$ cat src/rtl/rsa_sc_pkg.sv
// Shared constants for the two-copy RSA self-composition run controller.
package rsa_sc_pkg;

    // Default build parameters: prime width, latency counter width, run cap.
    localparam int DEF_WIDTH   = 8;
    localparam int DEF_CNT_W   = 16;
    localparam int DEF_TIMEOUT = 50000;

    // Controller states; kept as plain constants so the encoding stays stable.
    typedef logic [2:0] state_t;
    localparam state_t ST_IDLE   = 3'd0;
    localparam state_t ST_CLEAR  = 3'd1;
    localparam state_t ST_LAUNCH = 3'd2;
    localparam state_t ST_RUN    = 3'd3;
    localparam state_t ST_DONE   = 3'd4;

    // Latency reported for a copy that never finished before the run cap.
    localparam logic [DEF_CNT_W-1:0] CYC_NONE = '1;

endpackage

$ cat src/rtl/rsa_sc_timing_ctrl_capture.sv
// First-finish latency/result capture for one RSA copy.
// Records the counter value and decrypted result on the first finish seen
// while enabled; later finish activity is ignored until the next clear.
module rsa_lat_capture
    import rsa_sc_pkg::*;
#(
    parameter int WIDTH = DEF_WIDTH,
    parameter int CNT_W = DEF_CNT_W
) (
    input  logic               clk,
    input  logic               rst_n,
    input  logic               clr,
    input  logic               en,
    input  logic               finish,
    input  logic [CNT_W-1:0]   cnt,
    input  logic [2*WIDTH-1:0] result,
    output logic               cap,
    output logic [CNT_W-1:0]   cyc,
    output logic [2*WIDTH-1:0] res
);

    // Capture once per run; clr wipes the previous run's record.
    always_ff @(posedge clk or negedge rst_n) begin
        if (!rst_n) begin
            cap <= 1'b0;
            cyc <= '0;
            res <= '0;
        end else if (clr) begin
            cap <= 1'b0;
            cyc <= '0;
            res <= '0;
        end else if (en && finish && !cap) begin
            cap <= 1'b1;
            cyc <= cnt;
            res <= result;
        end
    end

endmodule

$ cat src/rtl/rsa_sc_timing_ctrl.sv
// Run controller for the two-copy RSA self-composition.
// One run: latch operands, reset both copies for a cycle, launch key
// generation on both together, time each copy to its first finish, then
// report latencies plus timing-leak and result-mismatch flags.
// Handshake: run_start is a level request sampled only in IDLE; done is a
// one-cycle pulse and results hold until the next accepted run_start.
module rsa_sc_timing_ctrl
    import rsa_sc_pkg::*;
#(
    parameter int WIDTH   = DEF_WIDTH,
    parameter int CNT_W   = DEF_CNT_W,
    parameter int TIMEOUT = DEF_TIMEOUT
) (
    input  logic               clk,
    input  logic               rst_n,
    input  logic               run_start,
    input  logic [WIDTH-1:0]   p_1_in,
    input  logic [WIDTH-1:0]   q_1_in,
    input  logic [WIDTH-1:0]   p_2_in,
    input  logic [WIDTH-1:0]   q_2_in,
    input  logic [2*WIDTH-1:0] m_in,
    output logic [WIDTH-1:0]   p_1,
    output logic [WIDTH-1:0]   q_1,
    output logic [WIDTH-1:0]   p_2,
    output logic [WIDTH-1:0]   q_2,
    output logic [2*WIDTH-1:0] m,
    output logic               rsa_rst_n,
    output logic               KeyGenStart,
    input  logic               finish_1,
    input  logic               finish_2,
    input  logic [2*WIDTH-1:0] m_decrypted_1,
    input  logic [2*WIDTH-1:0] m_decrypted_2,
    output logic               busy,
    output logic               done,
    output logic [CNT_W-1:0]   cyc_1,
    output logic [CNT_W-1:0]   cyc_2,
    output logic               leak,
    output logic               msg_mismatch,
    output logic               timeout,
    output logic [2:0]         state_dbg
);

    localparam logic [CNT_W-1:0] TO_CNT = CNT_W'(TIMEOUT);

    state_t             state;
    logic               clr_n;
    logic [CNT_W-1:0]   cnt;
    logic               cap_1, cap_2;
    logic [CNT_W-1:0]   cyc_c1, cyc_c2;
    logic [2*WIDTH-1:0] res_1, res_2;
    logic               start_ok;
    logic               run_en;
    logic               both_cap;

    assign start_ok    = (state == ST_IDLE) && run_start;
    assign run_en      = (state == ST_RUN);
    // Both copies captured, counting captures landing this very cycle.
    assign both_cap    = (cap_1 | finish_1) & (cap_2 | finish_2);

    assign rsa_rst_n   = rst_n & clr_n;
    assign busy        = (state != ST_IDLE);
    assign done        = (state == ST_DONE);
    assign KeyGenStart = (state == ST_LAUNCH);
    assign state_dbg   = state;

    // A copy left uncaptured by an aborted run reports all ones.
    assign cyc_1 = (timeout && !cap_1) ? '1 : cyc_c1;
    assign cyc_2 = (timeout && !cap_2) ? '1 : cyc_c2;

    rsa_lat_capture #(.WIDTH(WIDTH), .CNT_W(CNT_W)) u_cap_1 (
        .clk    (clk),
        .rst_n  (rst_n),
        .clr    (start_ok),
        .en     (run_en),
        .finish (finish_1),
        .cnt    (cnt),
        .result (m_decrypted_1),
        .cap    (cap_1),
        .cyc    (cyc_c1),
        .res    (res_1)
    );

    rsa_lat_capture #(.WIDTH(WIDTH), .CNT_W(CNT_W)) u_cap_2 (
        .clk    (clk),
        .rst_n  (rst_n),
        .clr    (start_ok),
        .en     (run_en),
        .finish (finish_2),
        .cnt    (cnt),
        .result (m_decrypted_2),
        .cap    (cap_2),
        .cyc    (cyc_c2),
        .res    (res_2)
    );

    // Run sequencing, operand latching, cycle counting and result flags.
    always_ff @(posedge clk or negedge rst_n) begin
        if (!rst_n) begin
            state        <= ST_IDLE;
            clr_n        <= 1'b1;
            cnt          <= '0;
            p_1          <= '0;
            q_1          <= '0;
            p_2          <= '0;
            q_2          <= '0;
            m            <= '0;
            timeout      <= 1'b0;
            leak         <= 1'b0;
            msg_mismatch <= 1'b0;
        end else begin
            clr_n <= 1'b1;
            case (state)
                ST_IDLE: begin
                    if (run_start) begin
                        p_1          <= p_1_in;
                        q_1          <= q_1_in;
                        p_2          <= p_2_in;
                        q_2          <= q_2_in;
                        m            <= m_in;
                        cnt          <= '0;
                        timeout      <= 1'b0;
                        leak         <= 1'b0;
                        msg_mismatch <= 1'b0;
                        clr_n        <= 1'b0;
                        state        <= ST_CLEAR;
                    end
                end
                ST_CLEAR: begin
                    state <= ST_LAUNCH;
                end
                ST_LAUNCH: begin
                    // Counter reads 1 in the first RUN cycle.
                    cnt   <= CNT_W'(1);
                    state <= ST_RUN;
                end
                ST_RUN: begin
                    cnt <= cnt + CNT_W'(1);
                    if (both_cap) begin
                        state <= ST_DONE;
                    end else if (cnt == TO_CNT) begin
                        timeout <= 1'b1;
                        state   <= ST_DONE;
                    end
                end
                ST_DONE: begin
                    leak         <= (cyc_1 != cyc_2);
                    msg_mismatch <= cap_1 & cap_2 & (res_1 != res_2);
                    state        <= ST_IDLE;
                end
                default: begin
                    state <= ST_IDLE;
                end
            endcase
        end
    end

endmodule

$ cat config.mk
export PLATFORM = sky130hd
export DESIGN_NAME = rsa_sc_timing_ctrl
export DESIGN_NICKNAME = d
export VERILOG_FILES = /design/src/rtl/rsa_sc_pkg.sv /design/src/rtl/rsa_sc_timing_ctrl_capture.sv /design/src/rtl/rsa_sc_timing_ctrl.sv
export SDC_FILE = /design/constraint.sdc
export NUM_CORES = 1
export LEC_CHECK = 0
export BUFFER_PORTS_ARGS = -buffer_cell sky130_fd_sc_hd__buf_2
export CORE_UTILIZATION = 54
export CTS_CLUSTER_DIAMETER = 50
export DETAILED_ROUTE_END_ITERATION = 8
export PLACE_DENSITY = 0.76
export SLEW_MARGIN = 20
export SYNTH_ARGS = -nofsm -noshare
export SYNTH_HDL_FRONTEND = slang
export SYNTH_HIERARCHICAL = 1
export SYNTH_SLANG_ARGS = --single-unit
$ cat constraint.sdc
create_clock -name clk -period 2.7 [get_ports clk]
set_input_delay 0.54 -clock clk [delete_from_list [all_inputs] [get_ports clk]]
set_output_delay 0.54 -clock clk [all_outputs]
set_load 0.02 [all_outputs]
# == Yosys cells after proc, flatten, opt, wreduce, memory -nomap -nowiden ==
# Index checks and enable logic that the tools add are counted.
# word_totals
in_bits,85
register_bits,137
word_cells,84
# op_classes
n_reduce_logical,21
bitwise,6
n_eq_ne,11
mux,28
add_sub_neg,1
# op_table
op,n
16-bit 2-to-1 mux,11
16-bit one-hot mux with 3 select lines,1
16-bit != test,2
"16-bit by 1-bit adder with 16-bit output, second input constant",1
"16-bit == test, second input constant",1
3-bit one-hot mux with 4 select lines,1
1-bit 2-to-1 mux,9
3-bit 2-to-1 mux,3
2-bit AND reduction,4
2-bit nonzero test,4
1-bit logical AND,7
"3-bit by 2-bit == test with 1-bit output, second input constant",2
"2-bit != test, second input constant",3
1-bit one-hot mux with 2 select lines,3
3-bit nonzero test,2
1-bit AND,4
4-bit AND reduction,1
"3-bit by 1-bit == test with 1-bit output, second input constant",1
"3-bit == test, second input constant",1
3-bit zero test,1
"3-bit != test, second input constant",1
1-bit zero test,2
1-bit bitwise OR,2

# == Depth between registers and ports, before layout ==
# logic_depth
depth_word,5
ltp_mapped,9
mapped_depth_nobuf,7

# == Modules after synthesis ==
# The synthesis kept the hierarchy.
# by_module_without_submodules
module,n_inst,area_each_um2,seq_area_each_um2,cells_each
rsa_sc_timing_ctrl,1,3908.7,1778.0,356
rsa_lat_capture,2,1662.8,825.8,143

# == Worst setup path before layout ==
# No wires, ideal clock.
# synth_timing
path_kind,register -> register
from,register state[0] (netlist: state_dbg[0])
to,register u_cap_1.cyc[5]
path_stages_with_launch,10
slack_ps,682
t_arrival_ps,1895
setup_time_ps,123
period_less_slack_ps,2018
path_cell_list,dfrtp_1 > buf_6 > nand2b_4 > or3_1 > inv_2 > buf_4 > buf_2 > clkbuf_1 > nand2b_1 > mux2i_1
# synth_between
elab_cells_between_ends,7
# synth_lines
element,line_no,rtl
start: declaration,rsa_sc_timing_ctrl.sv:45,state_t state;
start signal: assignment,rsa_sc_timing_ctrl.sv:99,state <= ST_IDLE;
start signal: assignment,rsa_sc_timing_ctrl.sv:125,state <= ST_CLEAR;
start signal: assignment,rsa_sc_timing_ctrl.sv:129,state <= ST_LAUNCH;
3-bit zero test (*),rsa_sc_timing_ctrl.sv:55,assign start_ok = (state == ST_IDLE) && run_start;
1-bit logical AND (*),rsa_sc_timing_ctrl.sv:55,
net start_ok,rsa_sc_timing_ctrl.sv:51,logic start_ok;
16-bit 2-to-1 mux / 2-bit nonzero test (equally long branches),--,
end signal: assignment,rsa_sc_timing_ctrl_capture.sv:34,cyc <= cnt;
end: declaration,rsa_sc_timing_ctrl_capture.sv:18,"output logic [CNT_W-1:0] cyc,"
# Mark *: on every way through the listed nets, which the timed path passes. The rest lies on a longest branch.
# A chain may end at the register's enable or synchronous reset.

# == Worst setup path after layout ==
# layout_timing
from,register state[2] (netlist: state_dbg[2])
to,output done
# layout_between
elab_chain_len,1
# layout_rtl
element,line_no,rtl
3-bit == test,rsa_sc_timing_ctrl.sv:62,assign done = (state == ST_DONE);
end: declaration,rsa_sc_timing_ctrl.sv:34,"output logic done,"
# Every way passes these cells.

==> results.sh <==
export IMPL_avgSynthCellArea_um2=11.3
export IMPL_slew_headroom=0.509
export IMPL_dp_hpwl_um=11300
export IMPL_grt_max_degree=138
export IMPL_crit_required_ps=2160
export IMPL_syn_cell_area_um2=7230
export IMPL_post_cts_setup_buffer_count=0
export IMPL_cp_start_kind="flop"
export IMPL_synth_seq_cells=137
export IMPL_clock_latency_ps=420
export IMPL_slew_violations=0
export IMPL_synthAdderAreaFrac=0.00346
export IMPL_maxCapViolations=0
export IMPL_clockRootBuffer="clkbuf_16"
export IMPL_drt_total_wl_um=16300
export IMPL_fin_skew_ps=8.04
export IMPL_pwr_density_cell_nw_per_um2=1000
export IMPL_final_min_clock_period_ps=2300
export IMPL_fmax_mhz=434
export IMPL_drive_above_1_share=0.338
export IMPL_synth_edf_count=0
export IMPL_final_cell_mix="173 x buf_2, 161 x nand2b_1, 136 x dfrtp_1, 64 x mux2i_1, 48 x mux2_2"
export IMPL_worstMarginPinSlew_ps=737
export IMPL_grt_overflow=0
export IMPL_arrival_ps=1760
export IMPL_async_reset_ff_frac=1.00
export IMPL_gp_congestion=0.911
export IMPL_port_buffers=174
export IMPL_drtAntennaViolNets=0
export IMPL_end_kind="primary output"
export IMPL_status="finished, final reports clean"
export IMPL_synth_fp_nets=729
export IMPL_setup_tns_ps=0
export IMPL_clk_pin_slew_worst_paths_ps=60
export IMPL_synth_xor_area_share=0.0339
export IMPL_fin_nets=895
export IMPL_via_count=5341
export IMPL_core_um2=12800
export IMPL_worst_path_max_fanout=10
export IMPL_rsz0062_at_grt="false"
export IMPL_synth_flop_cell="dfrtp_1"
export IMPL_rows=41
export IMPL_hp_class="primary input to async pin"
export IMPL_vias_per_cell=5.38
export IMPL_dr_pass1_iters=5
export IMPL_ctsLongestPathBuffers=2
export IMPL_drc_errors=0
export IMPL_die_h_um=118
export IMPL_avgRoutedWirePerCell_um=16.4
export IMPL_start_util=0.564
export IMPL_dr_first_iter_drc_count=434
export IMPL_ys_types=49
export IMPL_mostFrequentLayoutCell="buf_2"
export IMPL_synth_area_mux_share=0.163
export IMPL_cts_tree="built"
export IMPL_final_period_utilization=0.853
export IMPL_synth_simple_area_share=0.225
export IMPL_area_growth_pct=20.8
export IMPL_reg2reg_slack_ps=620
export IMPL_die_width_um=118
export IMPL_ir_worst_vdd_v=0.000711
export IMPL_grt_pass1_vias=5441
export IMPL_cts_resized=0
export IMPL_cts_sinks=137
export IMPL_antenna_found_initial=0
export IMPL_grt_pass1_wl_um=26900
export IMPL_insertedDiodeCount=0
export IMPL_synth_compound_area_share=0.0559
export IMPL_hold_violations=0
export IMPL_ys_warn_count=6
export IMPL_syn_inst=642
export IMPL_cts_buffers=17
export IMPL_grt_usage=0.244
export IMPL_synth_top_family_by_area="simple AND/OR/NAND/NOR gates"
export IMPL_setup_violations=0
export IMPL_h_tree_depth=4
export IMPL_critPathKind="flop to primary output"
export IMPL_p_leak_nw=4.15
export IMPL_worst_slack_ps=398
export IMPL_dieArea_um2=13900
export IMPL_pin_count=175
export IMPL_dp_slack_ps=599
export IMPL_yosysSeqAreaShare=0.474
export IMPL_cts_hold_buf=0
where the power goes:
| part | total, mW | internal, mW | switching [mW] |
|---|---|---|---|
| logic | 3.37 | 1.55 | 1.82 |
| clock network | 2.19 | 1.29 | 0.899 |
| registers | 3.21 | 2.71 | 0.501 |
| total | 8.77 | 5.55 | 3.22 |
state kept, by name, summed over array words and instances (netlist names), 8 cells and up:
signal,cells
cnt,16
m,16
u_cap_1/cyc,16
u_cap_1/res,16
u_cap_2/cyc,16
u_cap_2/res,16
p_1,8
p_2,8
q_1,8
q_2,8
stage by stage:
stage	hold WS, ps	power, mW	instance area (um^2)	utilization	cells
after global placement	448	6.48	8180	0.637	961
after global routing	296	9.26	8740	0.681	992
after CTS	299	8.83	8740	0.681	992
after floorplan	244	5.66	7230	-	642
final	249	8.77	8740	0.681	992
after detailed placement	458	6.61	8180	0.637	961
routing by layer:
layer / up-vias / track usage / wire length, um
li1: 2540 / - / -
met1: 2580 / 0.326 / 7230
met2: 205 / 0.375 / 7460
met3: 16 / 0.0732 / 1250
met4: 0 / 0.0913 / 301
met5: - / 0 / 0
area by class of cell:
class / count / area, um^2
multi-input combinational: 462 / 3490
clock inverter: 13 / 123
timing repair buffer: 185 / 1020
sequential: 137 / 3430
tap: 172 / 215
clock buffer: 18 / 439
inverter: 5 / 21.3
fill: 980 / 4090
worst paths after layout:
check / startpoint / endpoint / cells after the start
worst max-delay path: state_dbg[2] / done / 2
worst min-delay path: rst_n / u_cap_1/res[6] / 2
worst max register to register: u_cap_2/cap / leak / 7
worst min register to register: msg_mismatch / msg_mismatch / 2
max in group asynchronous: rst_n / u_cap_2/res[3] / 2
min in group clk: m_in[1] / m[1] / 2
synthesized netlist by cell type (7+ instances only):
cell type / number / area share
nor4_1: 8 / 0.0069
nor2_1: 20 / 0.010
nand2_1: 12 / 0.0062
mux2_2: 48 / 0.075
o2bb2ai_1: 13 / 0.016
a211oi_1: 16 / 0.017
clkbuf_1: 18 / 0.0093
nand2b_1: 161 / 0.14
nor2b_1: 16 / 0.014
dfrtp_1: 136 / 0.47
nor3_1: 19 / 0.013
nand4_1: 7 / 0.0061
xor2_1: 25 / 0.030
mux2i_1: 64 / 0.089
worst max-delay path, stage by stage (launching register included):
cell,delay (ps)
dfrtp_1,500
nor3b_1,560
buf_2,280
kinds of logic (layout without fill, tap and decap cells):
family | count (synthesis) | count (layout)
AND/OR/NAND/NOR | 269 | 269
flip-flops | 137 | 137
multiplexers | 112 | 112
AO/OA/AOI/OAI | 51 | 51
buffers and inverters | 43 | 221
XOR/XNOR | 28 | 28
adder cells (fa/ha/maj) | 2 | 2
(Power assumes the default switching activity.)
